<file path="config.mk">
export PLATFORM = sky130hd
export DESIGN_NAME = fu_rr_arbiter
export DESIGN_NICKNAME = d
export VERILOG_FILES = /design/src/rtl/fu_rr_arbiter_pkg.sv /design/src/rtl/fu_rr_arbiter_pselect.sv /design/src/rtl/fu_rr_arbiter.sv
export SDC_FILE = /design/constraint.sdc
export NUM_CORES = 1
export LEC_CHECK = 0
export CORE_MARGIN = 5
export CORE_UTILIZATION = 50
export CTS_BUF_LIST = sky130_fd_sc_hd__clkbuf_4 sky130_fd_sc_hd__clkbuf_8
export DETAILED_ROUTE_END_ITERATION = 7
export PLACE_DENSITY = 0.78
export RECOVER_POWER = 100
export SYNTH_ARGS = -nofsm -noshare
export SYNTH_HDL_FRONTEND = slang
export SYNTH_SLANG_ARGS = --single-unit
export TNS_END_PERCENT = 5
</file>
<file path="constraint.sdc">
create_clock -name clock -period 3.8 [get_ports clock]
set_clock_uncertainty 0.15 [all_clocks]
set_input_delay 0.76 -clock clock [delete_from_list [all_inputs] [get_ports clock]]
set_output_delay 0.76 -clock clock [all_outputs]
set_load 0.01 [all_outputs]
</file>
<file path="src/rtl/fu_rr_arbiter_pkg.sv">
// Shared types for the round-robin functional-unit arbiter.
package fu_rr_arbiter_pkg;

  typedef enum logic {
    ARB_IDLE = 1'b0,
    ARB_BUSY = 1'b1
  } ARB_STATE;

endpackage

</file>
<file path="src/rtl/fu_rr_arbiter_pselect.sv">
// Rotating priority selector: the first set req bit, starting at sel, wins.
// DIR=0 scans upward from sel (sel, sel+1, ...); DIR=1 scans downward.
module pselect #(
  parameter int N   = 8,
  parameter bit DIR = 1'b0
) (
  input  logic [N-1:0]         req,
  input  logic [$clog2(N)-1:0] sel,
  input  logic                 en,
  output logic [N-1:0]         gnt
);

  localparam int IW = $clog2(N);

  logic          found;
  logic [IW-1:0] idx;

  // N is a power of two, so the index arithmetic wraps naturally at IW bits.
  always_comb begin
    gnt   = '0;
    found = 1'b0;
    idx   = '0;
    if (en) begin
      for (int k = 0; k < N; k++) begin
        idx = DIR ? (sel - IW'(k)) : (sel + IW'(k));
        if (!found && req[idx]) begin
          gnt[idx] = 1'b1;
          found    = 1'b1;
        end
      end
    end
  end

endmodule

</file>
<file path="src/rtl/fu_rr_arbiter.sv">
// Round-robin arbiter sharing one functional unit among N requesters, with
// occupancy tracking for multi-cycle ops.
//
//   state    | meaning
//   ARB_IDLE | FU free; grants allowed when fu_ready=1 and flush=0
//   ARB_BUSY | FU occupied by a multi-cycle op; cnt counts down to 1
module fu_rr_arbiter
  import fu_rr_arbiter_pkg::*;
#(
  parameter int N     = 8,
  parameter int LAT_W = 3
) (
  input  logic                 clock,
  input  logic                 reset,
  input  logic [N-1:0]         req,
  input  logic                 fu_ready,
  input  logic [LAT_W-1:0]     busy_cycles,
  input  logic                 flush,
  output logic [N-1:0]         gnt,
  output logic                 gnt_valid,
  output logic [$clog2(N)-1:0] gnt_idx,
  output logic [$clog2(N)-1:0] ptr,
  output logic                 busy
);

  localparam int IW = $clog2(N);

  ARB_STATE         state;
  ARB_STATE         state_nxt;
  logic [LAT_W-1:0] cnt;
  logic [LAT_W-1:0] cnt_nxt;
  logic [IW-1:0]    ptr_nxt;
  logic             grant_allowed;

  // reset is folded in so the grant drops the moment reset asserts.
  assign grant_allowed = (state == ARB_IDLE) && fu_ready && !flush && reset;

  pselect #(
    .N   (N),
    .DIR (1'b0)
  ) u_pselect (
    .req (req),
    .sel (ptr),
    .en  (grant_allowed),
    .gnt (gnt)
  );

  assign gnt_valid = |gnt;
  assign busy      = (state == ARB_BUSY);

  always_comb begin
    gnt_idx = '0;
    for (int i = 0; i < N; i++) begin
      if (gnt[i]) gnt_idx = gnt_idx | IW'(i);
    end
  end

  always_comb begin
    state_nxt = state;
    cnt_nxt   = cnt;
    ptr_nxt   = ptr;
    if (flush) begin
      state_nxt = ARB_IDLE;
      cnt_nxt   = '0;
    end else begin
      unique case (state)
        ARB_IDLE: begin
          if (gnt_valid) begin
            ptr_nxt = gnt_idx + IW'(1);
            if (busy_cycles != '0) begin
              state_nxt = ARB_BUSY;
              cnt_nxt   = busy_cycles;
            end
          end
        end
        ARB_BUSY: begin
          cnt_nxt = cnt - LAT_W'(1);
          // <= 1 also recovers from a stray cnt of 0 instead of wrapping.
          if (cnt <= LAT_W'(1)) begin
            state_nxt = ARB_IDLE;
            cnt_nxt   = '0;
          end
        end
        default: begin
          state_nxt = ARB_IDLE;
          cnt_nxt   = '0;
        end
      endcase
    end
  end

  always_ff @(posedge clock or negedge reset) begin
    if (!reset) begin
      state <= ARB_IDLE;
      cnt   <= '0;
      ptr   <= '0;
    end else begin
      state <= state_nxt;
      cnt   <= cnt_nxt;
      ptr   <= ptr_nxt;
    end
  end

endmodule

</file>
Yosys cells after proc, flatten, opt, wreduce, memory -nomap -nowiden
Index checks and enable logic that the tools add are counted.
{ "word_totals": {"ff_bits": 7, "in_bits": 15, "output_inout_bits": 16, "elab_cells": 149} }
{ "classes": {"addsub": 9, "n_lt_le_gt_ge": 17, "eq_ne": 2, "muxes": 79, "bitwise": 9, "n_reduce_logical": 30} }
{ "op_table": {"columns": ["cell", "n"], "rows": [
  ["2-to-1 mux 8 bit", 16],
  ["OR 8 bit", 7],
  ["2-to-1 mux 1 bit", 35],
  ["less-than comparator 3 x 4 -> 1 bit, second input constant", 8],
  ["binary-select mux 1 bit (select 3 bit)", 8],
  ["demux 1 bit (select 3 bit)", 8],
  [">= comparator 3 x 1 -> 1 bit, second input constant", 8],
  ["2-to-1 mux 3 bit", 8],
  ["logical AND 1 bit", 18],
  ["adder 3 bit, second input constant", 4],
  ["logical NOT 1 bit", 8],
  ["OR reduction 8 bit", 1],
  ["adder 3 x 1 -> 3 bit, second input constant", 2],
  ["adder 3 x 2 -> 3 bit, second input constant", 2],
  ["one-hot mux 3 bit (2 select lines)", 1],
  ["2-to-1 mux 2 bit", 2],
  ["<= comparator 3 x 1 -> 1 bit, second input constant", 1],
  ["!= test 3 x 2 -> 1 bit, second input constant", 1],
  ["!= test 3 bit, second input constant", 1],
  ["AND reduction 3 bit", 1],
  ["nonzero test 3 bit", 1],
  ["subtractor 3 x 1 -> 3 bit, second input constant", 1],
  ["inverter 1 bit", 2],
  ["one-hot mux 1 bit (2 select lines)", 1],
  ["AND reduction 2 bit", 1]
]} }

Longest topological paths before layout
{ "logic_depth": {"word_depth": 41, "mapped_depth": 18, "depth_no_buf": 14} }

Hierarchy
From an unflattened synthesis, not the netlist that was laid out.
{ "unflattened": {"cells_unflattened": 173, "hier_area_um2": 1559.0} }
{ "modules_own_cells": {"columns": ["mod", "n_inst", "cells_per_inst", "area_per_inst_um2"], "rows": [
  ["pselect", 1, 128, 1086.0],
  ["fu_rr_arbiter", 1, 45, 473.0]
]} }

Worst setup path before layout
OpenSTA, ideal clock, no wires.
{ "synth_path": {"path_type": "reg-to-output", "from": "register ptr[2]", "to": "output port gnt_valid", "arrival_time_ps": 3222, "t_required_ps": 2890, "setup_slack_ps": -332, "stages_incl_launch_ff": 12, "cell_sequence": "dfrtp_1 > clkinv_1 > ha_1 > clkbuf_1 > mux4_2 > mux2_2 > nor2_1 > a31oi_1 > nor4_1 > a211oi_1 > and4_4 > a21oi_4"} }
{ "synth_via": {"elab_chain_len": 33, "elab_cells_between_ends": 115, "cone_classes": "7 x add/sub; 16 x order compare; 62 x mux; 7 x bitwise; 23 x reduce/logical"} }
{ "synth_rtl": {"columns": ["item", "line", "rtl"], "rows": [
  ["start: declaration", "fu_rr_arbiter.sv:22", "output logic [$clog2(N)-1:0] ptr,"],
  ["start signal: assignment", "fu_rr_arbiter.sv:100", "ptr <= ptr_nxt;"],
  ["parallel branches: the longest is 30 deep, another holds less-than comparator 3 x 4 -> 1 bit", null, null],
  ["2-to-1 mux 8 bit (*)", "fu_rr_arbiter_pselect.sv:26", "if (!found && req[idx]) begin"],
  ["2-to-1 mux 8 bit (*)", "fu_rr_arbiter_pselect.sv:23", "if (en) begin"],
  ["OR reduction 8 bit (*)", "fu_rr_arbiter.sv:48", "assign gnt_valid = |gnt;"],
  ["end: declaration", "fu_rr_arbiter.sv:20", "output logic gnt_valid,"]
]} }
Mark *: on every way between the ends. The select of a mux whose other input is x is not followed.

Worst setup path in the final report
{ "layout_path": {"from": "input port req[3]", "to": "output port gnt_idx[0]"} }
{ "layout_via": {"elab_chain_len": 39, "elab_cells_between_ends": 74, "cone_classes": "53 x mux; 7 x bitwise; 14 x reduce/logical"} }
{ "layout_rtl": {"columns": ["item", "line", "rtl"], "rows": [
  ["start: declaration", "fu_rr_arbiter.sv:15", "input logic [N-1:0] req,"],
  ["binary-select mux 1 bit (select 3 bit)", "fu_rr_arbiter_pselect.sv:26", null],
  ["2-to-1 mux 1 bit (implied by the code)", "fu_rr_arbiter_pselect.sv:26", null],
  ["2-to-1 mux 1 bit", "fu_rr_arbiter_pselect.sv:26", null],
  ["2-to-1 mux 1 bit", "fu_rr_arbiter_pselect.sv:23", null],
  ["logical NOT 1 bit", "fu_rr_arbiter_pselect.sv:26", null],
  ["logical AND 1 bit", "fu_rr_arbiter_pselect.sv:26", null],
  ["2-to-1 mux 1 bit", "fu_rr_arbiter_pselect.sv:26", null],
  ["2-to-1 mux 1 bit", "fu_rr_arbiter_pselect.sv:23", null],
  ["(+20 left out)", null, null],
  ["logical NOT 1 bit", "fu_rr_arbiter_pselect.sv:26", null],
  ["logical AND 1 bit", "fu_rr_arbiter_pselect.sv:26", null],
  ["2-to-1 mux 8 bit (*)", "fu_rr_arbiter_pselect.sv:26", null],
  ["2-to-1 mux 8 bit (*)", "fu_rr_arbiter_pselect.sv:23", null],
  ["2-to-1 mux 1 bit", "fu_rr_arbiter.sv:54", "if (gnt[i]) gnt_idx = gnt_idx | IW'(i);"],
  ["2-to-1 mux 2 bit (2 in series)", "fu_rr_arbiter.sv:54", null],
  ["2-to-1 mux 3 bit (3 in series)", "fu_rr_arbiter.sv:54", null],
  ["2-to-1 mux 3 bit (*)", "fu_rr_arbiter.sv:54", null],
  ["end: declaration", "fu_rr_arbiter.sv:21", "output logic [$clog2(N)-1:0] gnt_idx,"]
]} }
Mark *: on every way between the ends. The rest lies on a longest branch, timed or not. The select of a mux whose other input is x is not followed.

==> impl_metrics.tcl <==
set metrics [dict create \
    yosysSeqAreaShare 0.0903 \
    syn_inst 244 \
    rsz0062_at_grt "true" \
    maxSlewViolCount 0 \
    met3WireLength_um 773 \
    critPathKind "input pin to output port" \
    gp_congestion 1.03 \
    synth_nets 268 \
    clockBufferDepth 2 \
    worst_pin_slew_ns 0.664 \
    setup_tns_ns -0.952 \
    post-route-period-util 1.05 \
    violations "setup timing" \
    max_slew_margin 0.554 \
    cap_violations 0 \
    numCtsBuffers 3 \
    regArea_um2 179 \
    place_area_um2 2880 \
    fin_ws_ns -0.177 \
    tritoncts "done" \
    setup_viol 9 \
    layout_common_cells "buf_4, nor2_1, nand2_1, nand3_1, buf_6" \
    grt_pass1_vias 2568 \
    power_density_nw_per_um2 1070 \
    grt_pass1_wl_um 13700 \
    crit_arrival_ns 3.07 \
    multi_input_area_um2 1850 \
    start_kind "input pin" \
    routed_wl_um 8510 \
    min_period_ns 3.98 \
    dr.max_layer_used "met4" \
    die_w_um 72.3 \
    syn_avg_cell_area_um2 7.95 \
    grt_max_degree 17 \
    fp.coreArea_um2 3720 \
    path_clk_slew_ns 0.04 \
    ys_warn_count 0 \
    drive_gt1_frac 0.506 \
    die_y_um 72.3 \
    h-tree-depth 1 \
    n_fill_cell 205 \
    route.vias.total 2692 \
    final_cell_area_um2 3220 \
    dpl.cell_count 391 \
    crit_path_max_fanout 5 \
    first_pass_iters 5 \
    fmax_ghz 0.251 \
    synthFlopType "dfrtp_1" \
    antenna_found_initial 0 \
    initial_core_util 0.522 \
    final_common_cell "buf_4" \
    n_antenna_cell 0 \
    cp-end-kind "output port" \
    drc 0 \
    drt-initial-drc-count 256 \
    num_rows 22 \
    async_flop_share 1.00 \
    grt_usage 0.339 \
    drtAntennaViolNets 0 \
    hold_path.class "register to register" \
    clk_latency_ns 0.23 \
    fin_cells 410 \
    grt-ovfl-total 0 \
    drt-met1-wl_um 3240 \
    cp.required_ns 2.89 \
    numClockSinks 7 \
    die_area_um2 5220 \
    outcome "finished with violations" \
    synth_cell_types 65 \
    synth_seq_cells 7 \
    leakagePower_uw 0.00137 \
    hold_viol 0 \
    syn-cell-area_um2 1940 \
    ios 31 \
    area_growth_pct 66.1 \
    synth_edf_count 0 \
    clock_tree.root_cell "clkbuf_8" \
    numPortBuffers 30 \
    dpl.hpwl_um 5910 \
    ir_drop_mv 0.881 \
    nNetsFinal 387 \
    post_drt_wl_per_cell_um 20.8 \
    vias_per_cell 6.57 \
    finalCoreUtilization 0.867 \
    power.total_uw 3450 \
    wl_met2_um 4130 \
]
state kept, by name, indices dropped and copies added, names as in the netlist:
signal  count
busy        1
ptr         3
cnt         3
through the flow:
stage,hold WS [ns],setup slack [ns]
2_1_floorplan,0.314,-0.0139
3_3_place_gp,0.402,-1.04
3_5_place_dp,0.411,-1.05
4_1_cts,0.419,-0.137
5_1_grt,0.465,-0.253
6_report,0.422,-0.177
report_power, final:
group | switching (uW) | internal (uW)
combinational | 1630 | 1590
clock | 30.9 | 79.6
sequential | 26.9 | 102
total | 1680 | 1770
repair_timing:
action / 4_1_cts / 5_1_grt
setup buffers: 13 / 2
resized for setup: 113 / 14
pin swaps: 20 / 11
gates cloned: 0 / 0
hold buffers: 0 / 0
endpoints found under the setup margin: 19 / 15
layer usage:
layer / GRT usage / vias up
met5: 0 / -
met4: 0.146 / 0
met3: 0.0526 / 48
met2: 0.561 / 175
met1: 0.436 / 1287
li1: - / 1182
final timing paths:
kind                              from    endpoint  slack (ns)  cells after the start
worst max-delay path            req[3]  gnt_idx[0]       -0.18                      9
worst min-delay path            cnt[0]      cnt[0]        0.42                      1
worst max register to register  ptr[1]      cnt[1]        0.11                     17
worst min register to register  cnt[0]      cnt[0]        0.42                      1
max in group asynchronous        reset      ptr[0]        2.34                      2
min in group asynchronous        reset      cnt[1]        0.86                      2
cells by family after synthesis:
kind of cell             Yosys count  synth area share
flip-flops                         7            0.0903
XOR/XNOR                           3            0.0232
adder cells (fa/ha/maj)            9            0.0581
AND/OR/NAND/NOR                  104             0.272
AO/OA/AOI/OAI                     66             0.261
buffers and inverters             24            0.0632
multiplexers                      31             0.232
area by class of cell:
cell class,instances,area share
clock buffers,4,0.0151
inverters,9,0.0124
flip-flops and latches,7,0.0555
multi-input cells,213,0.575
well taps,48,0.0186
repair buffers,129,0.323
critical path: stages:
cell and delay (ns):
buf_8 0.11, mux4_2 0.53, nor2_4 0.15, a32oi_4 0.10
or4_4 0.62, o221ai_4 0.26, a221oi_2 0.07, a31oi_1 0.26
buf_2 0.21
cell usage after synthesis (2+ instances only):
| cell type | count | area (um^2) |
|---|---|---|
| mux4_1 | 3 | 78.8 |
| a21oi_1 | 10 | 50.1 |
| a32oi_1 | 6 | 52.6 |
| and4_1 | 2 | 17.5 |
| mux2_2 | 8 | 90.1 |
| buf_2 | 4 | 20.0 |
| buf_6 | 3 | 33.8 |
| or2b_1 | 2 | 15.0 |
| o22ai_1 | 3 | 18.8 |
| clkbuf_1 | 5 | 18.8 |
| mux4_2 | 5 | 113 |
| nor2_1 | 31 | 116 |
| nor2b_1 | 6 | 37.5 |
| a21o_1 | 2 | 15.0 |
| a32o_1 | 4 | 40.0 |
| nand3_1 | 15 | 75.1 |
| and3_1 | 4 | 25.0 |
| inv_1 | 6 | 22.5 |
| a22o_1 | 2 | 17.5 |
| o2bb2ai_1 | 2 | 17.5 |
| o21ai_0 | 10 | 50.1 |
| a211oi_1 | 2 | 15.0 |
| mux2i_1 | 13 | 130 |
| o221ai_1 | 2 | 17.5 |
| a221oi_1 | 4 | 35.0 |
| a31oi_1 | 3 | 18.8 |
| nand2b_1 | 2 | 12.5 |
| nand2_1 | 22 | 82.6 |
| a22oi_1 | 2 | 15.0 |
| xnor2_1 | 2 | 17.5 |
| o211ai_1 | 3 | 22.5 |
| or3_1 | 2 | 12.5 |
| nor3_1 | 7 | 35.0 |
| ha_1 | 9 | 113 |
| dfrtp_1 | 7 | 175 |
| clkinv_1 | 2 | 7.51 |
No activity file was read; power rests on OpenSTA's default activity.
